===== src/rtl/shell_scheduler.sv =====
// Shared projectile-slot scheduler for the two-player tank game: grants fire
// requests into a fixed shell pool, moves live shells each frame and retires them.
module shell_scheduler #(
    parameter int NUM_SLOTS  = 4,
    parameter int SHELL_STEP = 4,
    parameter int COOLDOWN   = 30,
    parameter int PLAYER_CAP = 2,
    parameter int X_MIN      = 1,
    parameter int X_MAX      = 639,
    parameter int Y_MIN      = 1,
    parameter int Y_MAX      = 479
) (
    input  logic                      frame_clk,
    input  logic                      Reset_n,
    input  logic [1:0]                fire_req,
    input  logic [9:0]                p1_x,
    input  logic [9:0]                p1_y,
    input  logic [1:0]                p1_dir,
    input  logic [9:0]                p2_x,
    input  logic [9:0]                p2_y,
    input  logic [1:0]                p2_dir,
    input  logic [NUM_SLOTS-1:0]      hit_clear,
    output logic [1:0]                fire_ack,
    output logic [NUM_SLOTS-1:0]      slot_valid,
    output logic [NUM_SLOTS-1:0]      slot_owner,
    output logic [2*NUM_SLOTS-1:0]    slot_dir,
    output logic [10*NUM_SLOTS-1:0]   slot_x,
    output logic [10*NUM_SLOTS-1:0]   slot_y,
    output logic [1:0]                cooldown_active
);
    localparam int IW = (NUM_SLOTS > 1) ? $clog2(NUM_SLOTS) : 1;
    localparam int CW = (COOLDOWN > 0) ? $clog2(COOLDOWN + 1) : 1;

    typedef logic [IW-1:0] idx_t;

    logic [NUM_SLOTS-1:0]    valid_q, valid_d;
    logic [NUM_SLOTS-1:0]    owner_q, owner_d;
    logic [2*NUM_SLOTS-1:0]  dir_q, dir_d;
    logic [10*NUM_SLOTS-1:0] x_q, x_d;
    logic [10*NUM_SLOTS-1:0] y_q, y_d;
    logic [1:0]              ack_q, ack_d;
    logic [1:0][CW-1:0]      cd_q, cd_d;
    logic [1:0]              cd_act_q, cd_act_d;
    logic                    rr_q, rr_d;

    logic [1:0][7:0]         live_cnt_s;
    logic [1:0]              elig_s;
    logic [1:0]              grant_s;
    logic [1:0][IW-1:0]      gslot_s;
    idx_t                    first_s, second_s;
    logic                    has_first_s, has_second_s;
    logic [1:0][9:0]         tank_x_s, tank_y_s;
    logic [1:0][1:0]         tank_dir_s;

    assign tank_x_s   = {p2_x, p1_x};
    assign tank_y_s   = {p2_y, p1_y};
    assign tank_dir_s = {p2_dir, p1_dir};

    // Bounds are checked on the unmoved position so a shell never wraps through 0 or 1023.
    function automatic logic leaves_bounds(input logic [1:0] dir, input logic [9:0] x,
                                           input logic [9:0] y);
        logic r;
        case (dir)
            2'b00:   r = ({1'b0, x} < 11'(X_MIN + SHELL_STEP));
            2'b01:   r = (({1'b0, x} + 11'(SHELL_STEP)) > 11'(X_MAX));
            2'b10:   r = (({1'b0, y} + 11'(SHELL_STEP)) > 11'(Y_MAX));
            2'b11:   r = ({1'b0, y} < 11'(Y_MIN + SHELL_STEP));
            default: r = 1'b1;
        endcase
        return r;
    endfunction

    function automatic logic [19:0] step_pos(input logic [1:0] dir, input logic [9:0] x,
                                             input logic [9:0] y);
        logic [9:0] nx;
        logic [9:0] ny;
        nx = x;
        ny = y;
        case (dir)
            2'b00:   nx = x - 10'(SHELL_STEP);
            2'b01:   nx = x + 10'(SHELL_STEP);
            2'b10:   ny = y + 10'(SHELL_STEP);
            2'b11:   ny = y - 10'(SHELL_STEP);
            default: begin
                nx = x;
                ny = y;
            end
        endcase
        return {nx, ny};
    endfunction

    // Live shell count per player and fire eligibility, all from pre-edge state.
    always_comb begin
        live_cnt_s = '0;
        elig_s     = 2'b00;
        for (int i = 0; i < NUM_SLOTS; i++) begin
            live_cnt_s[0] = live_cnt_s[0] + {7'd0, valid_q[i] & ~owner_q[i]};
            live_cnt_s[1] = live_cnt_s[1] + {7'd0, valid_q[i] & owner_q[i]};
        end
        for (int p = 0; p < 2; p++) begin
            elig_s[p] = fire_req[p] & (cd_q[p] == '0) & (live_cnt_s[p] < 8'(PLAYER_CAP));
        end
    end

    // Lowest and second-lowest free slot; slots retiring this edge still count as busy.
    always_comb begin
        has_first_s  = 1'b0;
        has_second_s = 1'b0;
        first_s      = '0;
        second_s     = '0;
        for (int i = 0; i < NUM_SLOTS; i++) begin
            if (!valid_q[i] && !has_first_s) begin
                first_s     = idx_t'(i);
                has_first_s = 1'b1;
            end else if (!valid_q[i] && !has_second_s) begin
                second_s     = idx_t'(i);
                has_second_s = 1'b1;
            end else begin
                has_second_s = has_second_s | (has_first_s & ~valid_q[i]);
            end
        end
    end

    // Slot allocation and round-robin pointer (0 = P1 has priority on a single free slot).
    always_comb begin
        grant_s    = 2'b00;
        gslot_s[0] = first_s;
        gslot_s[1] = first_s;
        rr_d       = rr_q;
        case (elig_s)
            2'b11: begin
                if (has_second_s) begin
                    grant_s    = 2'b11;
                    gslot_s[1] = second_s;
                end else if (has_first_s) begin
                    grant_s = rr_q ? 2'b10 : 2'b01;
                    rr_d    = ~rr_q;
                end else begin
                    grant_s = 2'b00;
                end
            end
            2'b01: begin
                grant_s = {1'b0, has_first_s};
                rr_d    = has_first_s ? 1'b1 : rr_q;
            end
            2'b10: begin
                grant_s = {has_first_s, 1'b0};
                rr_d    = has_first_s ? 1'b0 : rr_q;
            end
            default: begin
                grant_s = 2'b00;
            end
        endcase
    end

    // Per-slot retire/move, then load newly granted slots (always free pre-edge, so no overlap).
    always_comb begin
        valid_d = valid_q;
        owner_d = owner_q;
        dir_d   = dir_q;
        x_d     = x_q;
        y_d     = y_q;
        for (int i = 0; i < NUM_SLOTS; i++) begin
            if (valid_q[i] && hit_clear[i]) begin
                valid_d[i] = 1'b0;
            end else if (valid_q[i] && leaves_bounds(dir_q[2*i +: 2], x_q[10*i +: 10], y_q[10*i +: 10])) begin
                valid_d[i] = 1'b0;
            end else if (valid_q[i]) begin
                {x_d[10*i +: 10], y_d[10*i +: 10]} = step_pos(dir_q[2*i +: 2], x_q[10*i +: 10], y_q[10*i +: 10]);
            end else begin
                valid_d[i] = 1'b0;
            end
        end
        for (int p = 0; p < 2; p++) begin
            if (grant_s[p]) begin
                valid_d[gslot_s[p]]         = 1'b1;
                owner_d[gslot_s[p]]         = 1'(p);
                dir_d[2*gslot_s[p] +: 2]    = tank_dir_s[p];
                x_d[10*gslot_s[p] +: 10]    = tank_x_s[p];
                y_d[10*gslot_s[p] +: 10]    = tank_y_s[p];
            end else begin
                owner_d = owner_d;
            end
        end
    end

    // Cooldown counters: reload on grant, otherwise count down and stick at zero.
    always_comb begin
        cd_d     = cd_q;
        cd_act_d = 2'b00;
        ack_d    = grant_s;
        for (int p = 0; p < 2; p++) begin
            if (grant_s[p]) begin
                cd_d[p] = CW'(COOLDOWN);
            end else if (cd_q[p] != '0) begin
                cd_d[p] = cd_q[p] - CW'(1);
            end else begin
                cd_d[p] = '0;
            end
            cd_act_d[p] = (cd_d[p] != '0);
        end
    end

    // State register; reset clears the pool, counters, acks and points RR at P1.
    always_ff @(posedge frame_clk or negedge Reset_n) begin
        if (!Reset_n) begin
            valid_q  <= '0;
            owner_q  <= '0;
            dir_q    <= '0;
            x_q      <= '0;
            y_q      <= '0;
            ack_q    <= 2'b00;
            cd_q     <= '0;
            cd_act_q <= 2'b00;
            rr_q     <= 1'b0;
        end else begin
            valid_q  <= valid_d;
            owner_q  <= owner_d;
            dir_q    <= dir_d;
            x_q      <= x_d;
            y_q      <= y_d;
            ack_q    <= ack_d;
            cd_q     <= cd_d;
            cd_act_q <= cd_act_d;
            rr_q     <= rr_d;
        end
    end

    assign fire_ack        = ack_q;
    assign slot_valid      = valid_q;
    assign slot_owner      = owner_q;
    assign slot_dir        = dir_q;
    assign slot_x          = x_q;
    assign slot_y          = y_q;
    assign cooldown_active = cd_act_q;

endmodule


===== config.mk =====
export PLATFORM = sky130hd
export DESIGN_NAME = shell_scheduler
export DESIGN_NICKNAME = d
export VERILOG_FILES = /design/src/rtl/shell_scheduler.sv
export SDC_FILE = /design/constraint.sdc
export NUM_CORES = 1
export LEC_CHECK = 0
export ABC_CLOCK_PERIOD_IN_PS = 5250
export BUFFER_PORTS_ARGS = -buffer_cell sky130_fd_sc_hd__buf_2
export CELL_PAD_IN_SITES_DETAIL_PLACEMENT = 2
export CELL_PAD_IN_SITES_GLOBAL_PLACEMENT = 2
export CORE_MARGIN = 4
export CORE_UTILIZATION = 37
export CTS_BUF_LIST = sky130_fd_sc_hd__clkbuf_2
export DETAILED_ROUTE_END_ITERATION = 6
export GPL_ROUTABILITY_DRIVEN = 0
export PLACE_DENSITY = 0.94
export SYNTH_ARGS = -nofsm -noshare
export SYNTH_HDL_FRONTEND = slang
export SYNTH_SLANG_ARGS = --single-unit

===== constraint.sdc =====
create_clock -name frame_clk -period 5.25 [get_ports frame_clk]
set_input_delay 0.2625 -clock frame_clk [delete_from_list [all_inputs] [get_ports frame_clk]]
set_output_delay 0.2625 -clock frame_clk [all_outputs]
set_load 0.005 [all_outputs]

==> impl_metrics.csv <==
group,metric,value,unit
outcome,status,"finished, violations left",
outcome,violations,"design-rule violations",
clock_network,cts_tree,"yes",
synthesis,syn_nets,1510,
hold_path,hold_depth,3,
cells_and_area,drive_gt1_frac,0.167,
pwr,p_per_area,240,nW/um^2
clock_network,clock_latency,0.77,ns
pwr,p_leak,5.91,nW
synthesis,syn_area,11500,um^2
grt,grtUsageTotal,0.340,
timing,finalMaxSlewViolations,0,
critical_path,crit_type,"reg2reg",
hold_path,holdPathEnd,"slot_valid[3]$_DFF_PN0_",
synthesis,synth_area_leaders,"dfrtp_1, ha_1, mux2i_1",
clock_network,h-tree-depth,3,
synthesis,synth_sequential_area_ratio,0.242,
job,cap_violations,0,
die,rows,64,
die,initial_core_util,0.375,
route,firstDrtPassIters,7,
synthesis,synth_area_leader_cell,"dfrtp_1",
timing,max_slew_margin,0.305,
timing,fin_worst_skew,0.0764,ns
die,design.die.area,33900,um^2
critical_path,r2r-start,"cd_q[0]$_DFF_PN0_",
timing,max_clock_freq,196,MHz
clock_network,clockRootBuffer,"clkbuf_2",
die,die_h,184,um
synthesis,synth_enable_flop_cells,0,
critical_path,worst_r2r_path_depth,17,
clock_network,clkTransAtPathRegs,0.39,ns
cells_and_area,areaGrowthSynthToFinish,14.8,%
critical_path,cp-start-kind,"flip-flop",
critical_path,reg2reg_slack,0.14,ns
place,place_hpwl,44100,um
timing,hold_ws,0.0506,ns
grt,grt_pass1_wl,89400,um
critical_path,crit_arrival,5.79,ns
pwr,ir_drop,0.000116,V
timing,setup_viol,0,
die,ioPinCount,152,
route,viasPerCell,6.75,
grt,grt_pass1_vias,14300,
route,wire_per_inst,30.4,um
synthesis,synth-main-ff-cell,"dfrtp_1",
grt,antenna_found_initial,5,
synthesis,ys_warn_count,0,
timing,finalCriticalPeriod,5.11,ns
cells_and_area,nNetsFinal,1677,
synthesis,postSynthAreaPerCell,8.45,um^2
synthesis,ys_ff_latch,111,
cells_and_area,multi_input_area,8230,um^2
cells_and_area,n_fill_cell,3413,
timing,post-route-period-util,0.973,
route,drtIter0Drc,1258,
timing,tns,0,ns
cells_and_area,seq_area,2780,um^2
synthesis,ys_types,95,
clock_network,clk_path_buf_depth,2,
die,die_x,184,um
hold_path,min-delay-start,"hit_clear[3]",
clock_network,postCtsSetupRepairBufs,0,
grt,grt_max_degree,64,
timing,rsz0062_at_grt,"true",
clock_network,clock_sinks,111,
critical_path,timing.rr.end,"slot_y[17]$_DFF_PN0_",
timing,worst_slew_pin_slew,1.01,ns
place,io_buffers,151,
route,dr_total_vias,13000,
hold_path,hold_class,"in2reg",
timing,hold_viol_final,0,
synthesis,netlist.area_leader.share,0.242,
synthesis,syn_inst,1359,
route,ant_nets,0,
critical_path,cp_data_required_time,5.93,ns
route,drc,10,
grt,gr-total-overflow,0,
clock_network,cts_buffers,9,
route,wl,58600,um
die,coreArea,30600,um^2
critical_path,cp-end-kind,"flip-flop",
critical_path,path_max_fanout,11,
synthesis,synth-async-reset-ratio,1.00,
-- power by group --
part | leakage [nW] | total, W | switching (W) | internal (W)
Clock | 0.0605 | 0.000429 | 0.000360 | 0.0000690
Sequential | 1.45 | 0.00126 | 0.000270 | 0.000987
Combinational | 4.40 | 0.00147 | 0.000872 | 0.000600
Total | 5.91 | 0.00316 | 0.00150 | 0.00166
-- metrics by stage --
step,total power [W],setup WS [ns],cell area [um^2],util,std cells
after global routing,0.00331,0.00660,13200,0.431,1927
final,0.00316,0.142,13200,0.431,1928
after floorplan,0.00202,0.416,11500,-,1359
after global placement,0.00244,0.406,12700,0.416,1878
after CTS,0.00307,0.0151,13200,0.430,1926
after detailed placement,0.00263,0.00693,12700,0.416,1878
-- cells in the final DEF, fill, tap and decap left out, types with 12 or more instances in the layout --
master         count
buf_4             34
a211oi_1          12
inv_1             61
nor2_1            88
dlygate4sd3_1     33
a31oi_1           18
nand2_1          117
ha_1              88
o211ai_1          20
mux2i_1           84
xnor2_1           42
o21ai_0           79
mux2_2            12
nor2b_1           22
a22oi_1           21
xor2_1            15
dfrtp_1          111
a21oi_1           57
and3_1            12
nand2b_1          14
a21o_1            12
buf_2            150
nor3_1            49
nor4_1            22
nand4_1           13
o22ai_1           14
and2_1            18
o21a_1            14
nand3_1           35
-- registers in the layout (all words and copies together), names as in the netlist, 2 cells and up --
register	flops
slot_x	40
cooldown_active	2
slot_dir	8
slot_valid	4
slot_y	40
fire_ack	2
slot_owner	4
cd_q	10
-- cell type report --
type / count / share of cell area
multi-input cells: 1124 / 0.624
diodes: 2 / 0.000380
inverters: 63 / 0.0179
clock inverters: 6 / 0.00408
flip-flops and latches: 111 / 0.211
clock buffers: 9 / 0.00342
repair buffers: 217 / 0.101
well taps: 396 / 0.0376
-- Yosys cell counts (all sizes together) (10+ instances only) --
cell type	instances
nand2	117
dfrtp	111
o21ai	91
ha	89
nor2	89
mux2i	84
inv	63
a21oi	60
nor3	53
xnor2	42
clkbuf	38
nand3	35
a22oi	23
buf	23
nor2b	23
nor4	22
o211ai	21
and2	19
a31oi	18
xor2	15
a211oi	14
nand2b	14
o21a	14
o22ai	14
mux2	13
nand4	13
a21o	12
and3	12
or3	12
nand3b	11
fa	10
o221ai	10
-- logic make-up after synthesis --
family	count (synthesis)	synth area share
xor+xnor	57	0.0435
simple gates	458	0.205
buf+inv	124	0.0436
compound gates	407	0.255
flops	111	0.242
fa+ha+maj	100	0.115
mux	102	0.0961
-- routing by layer --
layer	global-route usage	routed length [um]
met1	0.420	22800
met2	0.543	26900
met3	0.0862	5220
met4	0.185	3670
met5	0	32
-- critical path: stages, from the launching register on --
cell,delay [ns]
dfrtp_1,0.52
inv_1,0.12
ha_1,0.20
nor4b_1,0.35
buf_4,0.25
nand4b_1,0.23
inv_1,0.16
ha_1,0.32
o21ai_0,0.18
a22oi_2,0.41
inv_1,0.21
ha_1,0.39
buf_4,0.25
nor2_1,0.25
nand3_1,0.36
nor3_1,0.45
a221oi_1,0.18
o21ai_0,0.16
-- worst max-delay path by stage --
stage | startpoint | end | slack (ns) | cells past startpoint
2_1_floorplan | slot_valid[0]$_DFF_PN0_ | slot_x[19]$_DFF_PN0_ | 0.42 | 19
3_3_place_gp | slot_valid[0]$_DFF_PN0_ | slot_x[14]$_DFF_PN0_ | 0.41 | 18
3_5_place_dp | slot_valid[0]$_DFF_PN0_ | slot_x[14]$_DFF_PN0_ | 0.007 | 18
4_1_cts | cd_q[1]$_DFF_PN0_ | slot_x[35]$_DFF_PN0_ | 0.02 | 19
5_1_grt | cd_q[0]$_DFF_PN0_ | slot_x[16]$_DFF_PN0_ | 0.007 | 17
6_report | cd_q[0]$_DFF_PN0_ | slot_y[17]$_DFF_PN0_ | 0.14 | 17
-- what timing repair did --
action	4_1_cts	5_1_grt
hold buffers	33	0
gates resized for setup	1	4
endpoints found under the hold margin	90	0
pin swaps	0	1
endpoints found under the setup margin	1	65
(Power assumes the default switching activity.)
